File: src/rtl/instr_fetch_unit.sv
// Instruction fetch unit: holds the PC and fetches words over a req/ack handshake.
// Presents each word until commit. Define FETCH_TIMEOUT_EN to enable the fetch timeout.
module instr_fetch_unit #(
  parameter logic [31:0] RESET_PC       = 32'h0000_0000,
  parameter int unsigned TIMEOUT_CYCLES = 16
) (
  input  logic        clk_i,
  input  logic        rst_i,
  output logic        imem_req_o,
  output logic [31:0] imem_addr_o,
  input  logic        imem_ack_i,
  input  logic [31:0] imem_rdata_i,
  output logic [31:0] instr_o,
  output logic        instr_valid_o,
  output logic [31:0] pc_o,
  output logic [31:0] pc_plus4_o,
  input  logic        commit_i,
  input  logic [1:0]  jump_i,
  input  logic        branch_i,
  input  logic [1:0]  branch_type_i,
  input  logic        zero_i,
  input  logic        sign_i,
  input  logic [31:0] jr_addr_i,
  output logic        fetch_err_o
);

  if (TIMEOUT_CYCLES < 2 || TIMEOUT_CYCLES > 255) begin : g_bad_timeout
    $error("TIMEOUT_CYCLES must be in 2..255");
  end

  typedef enum logic [1:0] {StRst, StReq, StIssue, StHalt} state_e;

  state_e      state_q, state_d;
  logic [31:0] pc_q, pc_d;
  logic [31:0] instr_q, instr_d;
  logic        req_q, req_d;
  logic        err_q, err_d;
  logic        timeout;
  logic [31:0] p4, br_off, next_pc;
  logic        br_cond;

`ifdef FETCH_TIMEOUT_EN
  logic [7:0] wait_q, wait_d;

  // Last allowed REQ cycle without ack; an ack in that same cycle still wins.
  assign timeout = (state_q == StReq) && !imem_ack_i && (wait_q == 8'(TIMEOUT_CYCLES - 1));

  always_comb begin
    wait_d = 8'd0;
    if (state_q == StReq && !imem_ack_i) wait_d = wait_q + 8'd1;
  end

  always_ff @(posedge clk_i or negedge rst_i) begin
    if (!rst_i) wait_q <= 8'd0;
    else        wait_q <= wait_d;
  end
`else
  assign timeout = 1'b0;
`endif

  // Next-PC selection, evaluated from the held instruction at commit.
  assign p4     = pc_q + 32'd4;
  assign br_off = {{14{instr_q[15]}}, instr_q[15:0], 2'b00};

  always_comb begin
    br_cond = 1'b0;
    unique case (branch_type_i)
      2'b00: br_cond = zero_i;
      2'b01: br_cond = !zero_i;
      2'b10: br_cond = zero_i | sign_i;
      2'b11: br_cond = !zero_i & !sign_i;
      default: br_cond = 1'b0;
    endcase
  end

  always_comb begin
    next_pc = p4;
    unique case (jump_i)
      2'b00:   next_pc = {p4[31:28], instr_q[25:0], 2'b00};
      2'b10:   next_pc = jr_addr_i & ~32'h3;
      default: next_pc = (branch_i && br_cond) ? p4 + br_off : p4;
    endcase
  end

  // State register.
  always_ff @(posedge clk_i or negedge rst_i) begin
    if (!rst_i) begin
      state_q <= StRst;
      pc_q    <= RESET_PC;
      instr_q <= 32'h0;
      req_q   <= 1'b0;
      err_q   <= 1'b0;
    end else begin
      state_q <= state_d;
      pc_q    <= pc_d;
      instr_q <= instr_d;
      req_q   <= req_d;
      err_q   <= err_d;
    end
  end

  // Next-state and datapath updates.
  always_comb begin
    state_d = state_q;
    pc_d    = pc_q;
    instr_d = instr_q;
    err_d   = err_q | timeout;
    unique case (state_q)
      StRst: state_d = StReq;
      StReq: begin
        if (imem_ack_i) begin
          instr_d = imem_rdata_i;
          state_d = StIssue;
        end else if (timeout) begin
          state_d = StHalt;
        end
      end
      StIssue: begin
        if (commit_i) begin
          pc_d    = next_pc;
          state_d = StReq;
        end
      end
      StHalt: state_d = StHalt;
      default: state_d = StRst;
    endcase
    req_d = (state_d == StReq);
  end

  // Outputs.
  always_comb begin
    imem_req_o    = req_q;
    imem_addr_o   = pc_q;
    instr_o       = instr_q;
    instr_valid_o = (state_q == StIssue);
    pc_o          = pc_q;
    pc_plus4_o    = p4;
    fetch_err_o   = err_q;
  end

endmodule
File: config.mk
export PLATFORM = sky130hd
export DESIGN_NAME = instr_fetch_unit
export DESIGN_NICKNAME = d
export VERILOG_FILES = /design/src/rtl/instr_fetch_unit.sv
export SDC_FILE = /design/constraint.sdc
export NUM_CORES = 1
export LEC_CHECK = 0
export BUFFER_PORTS_ARGS = -buffer_cell sky130_fd_sc_hd__buf_2
export CAP_MARGIN = 20
export CORE_UTILIZATION = 45
export DETAILED_ROUTE_END_ITERATION = 8
export HOLD_SLACK_MARGIN = 0.1
export PLACE_DENSITY = 0.74
export SLEW_MARGIN = 20
export SYNTH_ARGS = -nofsm -noshare
export SYNTH_HDL_FRONTEND = slang
export SYNTH_SLANG_ARGS = --single-unit
File: constraint.sdc
create_clock -name clk_i -period 7.3 [get_ports clk_i]
set_input_delay 1.46 -clock clk_i [delete_from_list [all_inputs] [get_ports clk_i]]
set_output_delay 1.46 -clock clk_i [all_outputs]
set_load 0.01 [all_outputs]
==> key figures, run 1 <==
Setup path
  – CP required: 7.57 ns
  – Slowest-stage cell, CP: dfrtp_1
  – Startpoint Class: flip-flop
  – WP buf/inv: 0
  – Worst EP arrival: around 4.6 ns
  – Worst Setup Path Type: reg -> reg
  – Critical Path End Type: flip-flop
  – Max FO, Critical Path: 9
  – Crit-path most repeated cell: ha_1
  – Worst R2R Setup Slack: a little under 3 ns
  – Critical path cell sequence: ha_1, and4_1, nand2b_1, nor2_1, xor2_1, ha_1, a21o_1, nand3_1, nand2_1, or3b_4, o31a_1, a2111oi_2, a41oi_1, o21ai_1
  – CP top delay family: simple AND/OR/NAND/NOR gates
  – Slowest stage delay, CP: between 0.5 and 0.6 ns

Clocking
  – Clock latency on the worst-skew pair: 0.35 ns
  – CTS Buffer Depth: 2
  – Hold-fix buffers at CTS: 0
  – Htree depth: 3
  – Clk root buf: clkbuf_16
  – CTS Buf Count: 9
  – CTS tree: built
  – Clk sinks: between 60 and 70
  – Clock slew at reported path FFs: 0.06 ns
  – CTS resizes: 0
  – Post-CTS setup buffer count: 0

Synth
  – Syn Inst Count: between 600 and 700
  – Mapped Avg Cell Area: approximately 8.6 um2
  – Synth Area in Compound Gates: 0.188
  – Number of synthesis warnings: 0
  – Mux cell area share after synthesis: 0.119
  – Adder-Cell Fraction of Synth Area: 0.0757
  – Synth Register Bits: 65
  – Area leader, netlist: dfrtp_1
  – Distinct cell type count after synthesis: 72
  – Synth Area in XOR/XNOR: 0.0810
  – Synthesized cell area: 0.00572 mm2
  – Number of synthesized flops with an enable pin: 0
  – Top cells by area, synth: dfrtp_1, ha_1, mux2_2, xnor2_1, mux2i_1
  – Most frequent cells after synthesis: nand2_1, dfrtp_1, a21oi_1
  – Most used DFF post-synth: dfrtp_1
  – Post-synth top area share: 0.284
  – Most instantiated library cell after synthesis: nand2_1
  – Async set-reset flop share out of synthesis: 1.00
  – Largest family of logic cells by synthesized area: compound AO/OA/AOI/OAI gates
  – Register area share after synthesis: 0.284
  – Simple-gate share of the synthesized area: 0.173

Routing
  – Drt total wl: about 17 mm
  – DR vias/cell: between 5 and 6
  – Met1 wire length: 7.47 mm
  – Final ANT Viol Nets: 0
  – Vias post-DR: 5565
  – Routed len/inst: around 17 um
  – Detailed Route Iter0 Violations: around 380
  – Met2 wire length: approximately 7.8 mm
  – Drt pass-1 iters: 5
  – DRC: 0
  – Max layer used: met4
  – Routed wl met3: approximately 1.4 mm

Floorplanning
  – IO Count: ~210
  – Initial cell density of the core: 0.468
  – Die area: around 0.013 mm2
  – Die width: 115 um
  – Site Rows: 40
  – Core ar.: 0.0122 mm2
  – Die H: approximately 110 um

STA
  – Pins Over Slew Limit: 0
  – Final TNS setup: 0 ns
  – Min Clock Period, post-route: roughly 4.4 ns
  – Final setup violation count: 0
  – Crit share post-route: 0.597
  – Unrepaired setup endpoints after global routing: false
  – Worst rel slew slack: 0.304
  – Fmax: ~230 MHz
  – Worst Max-Slew Pin Slew: around 1.0 ns
  – Hold Vio Cnt, Final: 0
  – Clock skew: roughly 0.0040 ns

Power
  – Clk pwr share: 0.506
  – Net Sw Power: 0.212 mW
  – Logic pwr share: 0.085
  – Pleak: between 3 and 4 nW
  – Sw frac: 0.240
  – Worst vdd ir: about 0.11 mV
  – Sequential Power Share: 0.408
  – Int Pwr: 0.671 mW
  – PD cells: between 100 and 150 mW/mm2

Placed design
  – Port Buffers: 196
  – DP Cell Count: 977
  – Placer Congestion: just over 0.9
  – Hpwl dp: around 12 mm

Final layout
  – N_diodes: 0
  – Share of layout cells above drive strength 1: 0.323
  – Fin cells: 992
  – Final layout net count: between 900 and 1000
  – Area growth syn-to-layout: 20.9%

Flow run
  – Max-capacitance violation count: 0

Run status
  – Status: complete, no violations

Global route
  – Largest net degree at the start of global routing: 66
  – Global-route usage over all layers: 0.267
  – Initial antenna violation count: 0
  – Vias in the first global route: about 5200
  – Global-route wire length before repair: approximately 27 mm
  – Total grt overflow: 0

Min path
  – Hold Path Class: reg -> reg
==> area by class of cell <==
| cell class | count | area, um2 |
|---|---|---|
| timing repair buffer | 205 | 1050 |
| tap | 168 | 210 |
| inverter | 15 | 56.3 |
| fill | 1183 | 5300 |
| multi-input combinational | 524 | 3660 |
| sequential | 65 | 1630 |
| clock buffer | 11 | 253 |
| clock inverter | 4 | 52.6 |
==> sequential cells by signal, summed over array words and instances (netlist names) <==
register,flops
imem_addr_o,30
imem_req_o,1
instr_o,32
state_q,2
==> per-stage QoR <==
step / setup WS, ns / utilization / instance area (um2) / power (mW) / hold WS (ns)
after floorplan: 3.57 / - / 5740 / 0.404 / 0.550
after global placement: 3.08 / 0.541 / 6610 / 0.441 / 0.484
after detailed placement: 3.02 / 0.541 / 6610 / 0.442 / 0.493
after CTS: 3.00 / 0.566 / 6910 / 0.890 / 0.500
after global routing: 2.52 / 0.566 / 6910 / 0.911 / 0.519
final: 2.94 / 0.566 / 6910 / 0.883 / 0.496
==> layout by cell type (no fill, tap or decap), types with 5 or more instances in the layout <==
cell type	instances
buf_2	196
nand2_1	68
dfrtp_1	65
a21oi_1	54
nor2_1	51
mux2_2	34
xnor2_1	33
ha_1	33
mux2i_1	28
nand3_1	26
o21ai_0	26
xor2_1	18
nor3_1	16
inv_1	14
a21o_1	11
and3_1	9
nand4_1	9
o211ai_1	9
clkbuf_16	9
buf_4	9
o22ai_1	8
conb_1	7
and2_1	5
o21bai_1	5
a31oi_1	5
==> final timing paths <==
check                                           start                           to  cells after the start
hold / removal                instr_o[31]$_DFFE_PN0P_      instr_o[31]$_DFFE_PN0P_                      1
hold reg to reg               instr_o[31]$_DFFE_PN0P_      instr_o[31]$_DFFE_PN0P_                      1
setup / recovery           imem_addr_o[2]$_DFFE_PN0P_  imem_addr_o[27]$_DFFE_PN0P_                     14
max in group asynchronous                       rst_i  imem_addr_o[28]$_DFFE_PN0P_                      2
min in group asynchronous                       rst_i      instr_o[29]$_DFFE_PN0P_                      2
setup reg to reg           imem_addr_o[2]$_DFFE_PN0P_  imem_addr_o[27]$_DFFE_PN0P_                     14
==> power groups by stage <==
stage / logic (mW) / registers, mW / clock network [mW]
floorplan: 0.0371 / 0.367 / 0
global placement: 0.0739 / 0.367 / 0
detailed placement: 0.0747 / 0.367 / 0
CTS: 0.0752 / 0.360 / 0.454
global route: 0.0822 / 0.360 / 0.468
finish: 0.0754 / 0.361 / 0.447
==> metal layers <==
| layer | vias to the layer above | track usage |
|---|---|---|
| li1 | 2689 | - |
| met1 | 2595 | 0.359 |
| met2 | 255 | 0.424 |
| met3 | 26 | 0.0556 |
| met4 | 0 | 0.0996 |
| met5 | - | 0 |
==> logic make-up (layout without fill, tap and decap cells) <==
logic type,count (synthesis),in the layout
adder cells (fa/ha/maj),34,34
AO/OA/AOI/OAI,163,163
flip-flops,65,65
XOR/XNOR,52,52
other,1,7
AND/OR/NAND/NOR,205,205
multiplexers,63,63
buffers and inverters,82,235
Power figures use the tool's default switching activity.
==> inputs of run 2 (changes only) <==
Settings changed: PLACE_DENSITY 0.74 to 0.76.
Clock period 7.3 ns to 3.65 ns, I/O delays scaled along.
==> key figures, run 2 (synthesized netlist as in run 1, its figures left out) <==
STA
  – Worst Max-Slew Pin Slew: 0.993 ns (-0.0508 ns)
  – Post-route setup slack: 0.179 ns (-2.76 ns)
  – Crit share post-route: 0.951 (+0.354)
  – Worst rel slew slack: 0.338 (+0.0339)
  – Final setup violation count: 0 (unchanged)
  – Clock skew: 0.00941 ns (+0.00543 ns)
  – Pins Over Slew Limit: 0 (unchanged)
  – Hold Vio Cnt, Final: 0 (unchanged)
  – Fmax: 288 MHz (+26%)
  – Min Clock Period, post-route: 3.47 ns (-0.887 ns)

Clocking
  – Htree depth: 3 (unchanged)
  – CTS Buffer Depth: 2 (unchanged)
  – Clk sinks: 65 (unchanged)
  – Clock latency on the worst-skew pair: 0.34 ns (about the same)
  – CTS tree: built
  – Clock slew at reported path FFs: 0.05 ns (about the same)
  – CTS Buf Count: 9 (unchanged)
  – Clk root buf: clkbuf_16

Final layout
  – Area growth syn-to-layout: 29.8%
  – # fillers: 1113 (-5.9%)
  – Register area: 0.00163 mm2 (about the same)
  – Final layout net count: 988 (+6.4%)
  – Share of layout cells above drive strength 1: 0.381 (+0.0584)
  – N_diodes: 0 (unchanged)
  – Fin cells: 1052 (+6.0%)
  – Area of the multi-input gates: 0.00374 mm2 (+2.1%)
  – Max FFs per register: 32 (unchanged)
  – Most frequent cells in the layout: buf_2, nand2_1, buf_4
  – Most common cell after layout, fill and taps aside: buf_2

Floorplanning
  – Die area: 0.0132 mm2 (unchanged)
  – Die width: 115 um (unchanged)
  – IO Count: 206 (unchanged)
  – Site Rows: 40 (unchanged)
  – Core ar.: 0.0122 mm2 (unchanged)
  – Die H: 115 um (unchanged)
  – Initial cell density of the core: 0.468 (unchanged)

Flow run
  – Max-capacitance violation count: 0 (unchanged)

Setup path
  – Worst-case reg-to-reg path depth: 15 (+1)
  – Slowest-stage cell, CP: dfrtp_2
  – WP buf/inv: 2 (+2)
  – CP top delay family: compound AO/OA/AOI/OAI gates
  – Critical Path End Type: flip-flop
  – Slowest stage delay, CP: 0.38 ns (-0.19 ns)
  – Worst EP arrival: 3.69 ns (-0.94 ns)
  – Startpoint Class: flip-flop
  – Cell count along the critical path: 15 (+1)
  – Worst Setup Path Type: reg -> reg
  – Critical path cell sequence: nand3_1, nor3_2, buf_4, nand4_1, xnor2_1, ha_1, o21ai_0, nor2_1, nor3_1, buf_4, o311ai_4, nand3_2, a211o_1, mux2_4, a211o_1
  – CP required: 3.87 ns (-3.70 ns)
  – Max FO, Critical Path: 5 (-4)

Routing
  – Detailed Route Iter0 Violations: 440 (+15%)
  – DRC: 0 (unchanged)
  – Routed len/inst: 16.8 um (-1.6%)
  – Vias post-DR: 5793 (+4.1%)
  – Drt pass-1 iters: 5 (unchanged)
  – DR vias/cell: 5.51 (-1.8%)
  – Final ANT Viol Nets: 0 (unchanged)
  – Drt total wl: 17.7 mm (+4.4%)

Placed design
  – Port Buffers: 196 (unchanged)
  – DP Cell Count: 1034 (+5.8%)
  – Dpl ws: 0.104 ns (-2.92 ns)
  – Placer Congestion: 0.944 (+2.0%)
  – Hpwl dp: 13.6 mm (+9.7%)

Run status
  – Status: complete, no violations

Global route
  – Global-route wire length before repair: 27.8 mm (+3.5%)
  – Total grt overflow: 0 (unchanged)
  – Global-route usage over all layers: 0.277 (+0.00952)
  – Vias in the first global route: 5529 (+6.9%)
  – Initial antenna violation count: 0 (unchanged)
  – Largest net degree at the start of global routing: 38 (-42%)

Power
  – Worst vdd ir: 0.209 mV (+89%)
  – PD cells: 235 mW/mm2 (+84%)
  – Pleak: 4.08 nW (+8.5%)

Min path
  – Hold Path Class: in -> async
==> run 2: final timing paths <==
kind,from,endpoint,slack [ns]
worst min-delay path,rst_i,instr_o[26]$_DFFE_PN0P_,0.34
min in group clk_i,instr_o[31]$_DFFE_PN0P_,instr_o[31]$_DFFE_PN0P_,0.50
worst max-delay path,imem_addr_o[2]$_DFFE_PN0P_,imem_addr_o[24]$_DFFE_PN0P_,0.18
max in group asynchronous,rst_i,imem_addr_o[2]$_DFFE_PN0P_,2.61
worst min register to register,instr_o[31]$_DFFE_PN0P_,instr_o[31]$_DFFE_PN0P_,0.50
worst max register to register,imem_addr_o[2]$_DFFE_PN0P_,imem_addr_o[24]$_DFFE_PN0P_,0.18
==> run 2: worst reg2reg max path: stages, from the launching register on <==
cell	delay [ns]
dfrtp_2	0.38
nand3_1	0.12
nor3_2	0.19
buf_4	0.18
nand4_1	0.12
xnor2_1	0.18
ha_1	0.32
o21ai_0	0.08
nor2_1	0.22
nor3_1	0.10
buf_4	0.15
o311ai_4	0.30
nand3_2	0.10
a211o_1	0.33
mux2_4	0.30
a211o_1	0.26
==> run 2: metal layers <==
metal | share of wire | global-route usage | vias up
met3 | 0.076 | 0.0482 | 32
li1 | - | - | 2793
met1 | 0.44 | 0.371 | 2720
met2 | 0.46 | 0.440 | 248
met5 | 0 | 0 | -
met4 | 0.025 | 0.120 | 0
==> run 2: power by group <==
part / switching [mW] / leakage (nW) / internal, mW / total (mW)
registers: 0 / 0.886 / 0.721 / 0.721
logic: 0.0911 / 3.05 / 0.0616 / 0.153
clock network: 0.327 / 0.144 / 0.546 / 0.873
==> run 2: what timing repair did <==
action | 4_1_cts | 5_1_grt
hold buffers | 0 | 0
resized for setup | 0 | 15
buffers inserted | 0 | 2
endpoints found under the setup margin | 0 | 4
==> run 2: cell type report <==
cell class                      instances  area share
Clock inverter                          3     0.00540
Clock buffer                           13      0.0337
Multi-Input combinational cell        524       0.504
Inverter                               15     0.00759
Sequential cell                        65       0.219
Tap cell                              168      0.0283
Timing Repair Buffer                  264       0.202
==> run 2: through the flow <==
stage | cell area [um2] | total power, mW | setup TNS, ns | hold WS, ns | utilization
final | 7420 | 1.75 | 0 | 0.338 | 0.608
after global routing | 7420 | 1.80 | -0.0110 | 0.374 | 0.608
after CTS | 7330 | 1.76 | 0 | 0.350 | 0.600
after detailed placement | 7040 | 0.886 | 0 | 0.488 | 0.577
after global placement | 7040 | 0.884 | 0 | 0.484 | 0.577
after floorplan | 5750 | 0.808 | 0 | 0.434 | -
==> inputs of run 3 (changes only) <==
Settings changed: BUFFER_PORTS_ARGS -buffer_cell sky130_fd_sc_hd__buf_2 to not set, CTS_BUF_LIST set to sky130_fd_sc_hd__clkbuf_4 sky130_fd_sc_hd__clkbuf_8, DONT_BUFFER_PORTS set to 1, PLACE_DENSITY 0.76 to not set.
==> key figures, run 3 (synthesized netlist as in run 1, its figures left out) <==
Final layout
  – Area growth syn-to-layout: 12.4%
  – Share of layout cells above drive strength 1: 0.220 (-0.162)
  – N_diodes: 0 (unchanged)
  – Final layout net count: 801 (-19%)
  – Max FFs per register: 32 (unchanged)
  – Most frequent cells in the layout: buf_4, nand2_1, dfrtp_1
  – Most common cell after layout, fill and taps aside: buf_4
  – # fillers: 1178 (+5.8%)
  – Post-layout util: 0.526 (-0.0812)

Routing
  – Detailed Route Iter0 Violations: 269 (-39%)
  – Drt total wl: 17.7 mm (-0.28%)
  – Vias post-DR: 5149 (-11%)
  – DRC: 0 (unchanged)
  – Final ANT Viol Nets: 0 (unchanged)
  – Routed len/inst: 20.4 um (+21%)
  – Drt pass-1 iters: 7 (+2)
  – DR vias/cell: 5.95 (+8.1%)

Clocking
  – CTS Buffer Depth: 2 (unchanged)
  – CTS tree: built
  – Clk root buf: clkbuf_8
  – Clk sinks: 65 (unchanged)
  – Clock latency on the worst-skew pair: 0.38 ns (+0.04 ns)
  – CTS Buf Count: 9 (unchanged)
  – Clock slew at reported path FFs: 0.09 ns (+0.04 ns)
  – Htree depth: 3 (unchanged)

Setup path
  – Worst Setup Path Type: reg -> reg
  – Slowest-stage cell, CP: dfrtp_2
  – Critical Path End Type: flip-flop
  – R2r startpoint: imem_addr_o[2]$_DFFE_PN0P_
  – Max FO, Critical Path: 5 (unchanged)
  – Critical R2R Capture: imem_addr_o[24]$_DFFE_PN0P_
  – Worst R2R Setup Slack: 0.16 ns (-0.02 ns)
  – Worst-case reg-to-reg path depth: 14 (-1)
  – Startpoint Class: flip-flop
  – CP required: 3.93 ns (+0.06 ns)
  – Worst Setup SP: imem_addr_o[2]$_DFFE_PN0P_
  – Slowest stage delay, CP: 0.42 ns (+0.04 ns)
  – Worst EP arrival: 3.76 ns (+0.07 ns)
  – Critical path cell sequence: ha_1, and4_1, nand2b_2, nor2_2, xor2_2, ha_1, and2_4, o2111a_1, nor3_2, o311ai_4, nand3_1, a211o_1, mux2_4, a211o_1

Floorplanning
  – Die area: 0.0132 mm2 (unchanged)
  – Die H: 115 um (unchanged)
  – Initial cell density of the core: 0.468 (unchanged)
  – Die width: 115 um (unchanged)
  – Site Rows: 40 (unchanged)
  – Core ar.: 0.0122 mm2 (unchanged)
  – IO Count: 206 (unchanged)

STA
  – Unrepaired setup endpoints after global routing: true
  – Hold slack: 0.234 ns (-0.104 ns)
  – Fmax: 287 MHz (-0.50%)
  – Final setup violation count: 0 (unchanged)
  – Post-route setup slack: 0.162 ns (-0.0174 ns)
  – Hold Vio Cnt, Final: 0 (unchanged)
  – Min Clock Period, post-route: 3.49 ns (+0.0174 ns)
  – Worst rel slew slack: 0.525 (+0.187)
  – Pins Over Slew Limit: 0 (unchanged)
  – Clock skew: 0.0160 ns (+0.00656 ns)
  – Worst Max-Slew Pin Slew: 0.711 ns (-0.282 ns)
  – Crit share post-route: 0.956 (+0.00478)

Power
  – PD cells: 231 mW/mm2 (-2.0%)
  – Pleak: 3.14 nW (-23%)
  – Worst vdd ir: 0.164 mV (-21%)

Global route
  – Global-route usage over all layers: 0.273 (-0.00366)
  – Total grt overflow: 0 (unchanged)
  – Initial antenna violation count: 0 (unchanged)
  – Vias in the first global route: 5267 (-4.7%)
  – Global-route wire length before repair: 27.2 mm (-2.2%)
  – Largest net degree at the start of global routing: 66 (+74%)

Placed design
  – Port Buffers: 0 (-100%)
  – Dpl ws: -0.0255 ns (-0.129 ns)
  – Placer Congestion: 0.942 (-0.20%)
  – Hpwl dp: 13.1 mm (-3.5%)

Flow run
  – Max-capacitance violation count: 0 (unchanged)

Run status
  – Status: complete, no violations

Min path
  – Hold Path Class: in -> async
run 3: cell type report:
type	count	area [um2]	share of cell area
clock inverter	7	78.8	0.0123
sequential	65	1630	0.253
clock buffer	9	124	0.0193
inverter	15	56.3	0.00876
multi-input combinational	524	3720	0.580
tap	168	210	0.0327
timing repair buffer	77	606	0.0942
run 3: repair_timing:
item	4_1_cts	5_1_grt
setup endpoints to repair	1	10
pin swaps	0	5
gates cloned	0	0
hold buffers	1	0
setup buffers	0	5
hold endpoints to repair	65	0
resized for setup	2	13
run 3: metrics by stage:
stage | total power [mW] | TNS, ns | cell area (um2) | cells
after global placement | 0.816 | -0.00186 | 6100 | 843
after floorplan | 0.808 | 0 | 5750 | 671
final | 1.48 | 0 | 6430 | 865
after CTS | 1.50 | 0 | 6340 | 860
after global routing | 1.54 | -0.00999 | 6430 | 865
after detailed placement | 0.816 | -0.0255 | 6100 | 843
run 3: worst max-delay path: cells and delay by family (launching register included):
| family | cells | cell delay [ns] |
|---|---|---|
| compound gates | 4 | 1.07 |
| xor+xnor | 1 | 0.15 |
| fa+ha+maj | 2 | 0.59 |
| flops | 1 | 0.42 |
| mux | 1 | 0.30 |
| simple gates | 6 | 0.86 |
run 3: worst max-delay path by stage:
| stage | to | slack (ns) | cells past startpoint |
|---|---|---|---|
| finish | imem_addr_o[24]$_DFFE_PN0P_ | 0.16 | 14 |
| global route | imem_addr_o[26]$_DFFE_PN0P_ | -0.01 | 15 |
| CTS | imem_addr_o[24]$_DFFE_PN0P_ | 0.004 | 15 |
| detailed placement | imem_addr_o[28]$_DFFE_PN0P_ | -0.03 | 15 |
| global placement | imem_addr_o[24]$_DFFE_PN0P_ | -0.002 | 15 |
| floorplan | imem_addr_o[24]$_DFFE_PN0P_ | 0.007 | 16 |
run 3: per-layer routing:
layer | routed length, um | GRT usage
met5 | 0 | 0
met4 | 529 | 0.141
met3 | 1250 | 0.0598
met2 | 8420 | 0.455
met1 | 7470 | 0.332
run 3: power by group:
group / leakage [nW] / switching (mW) / internal [mW] / total (mW)
clock network: 0.104 / 0.340 / 0.322 / 0.662
registers: 0.886 / 0 / 0.719 / 0.719
logic: 2.15 / 0.0647 / 0.0358 / 0.100
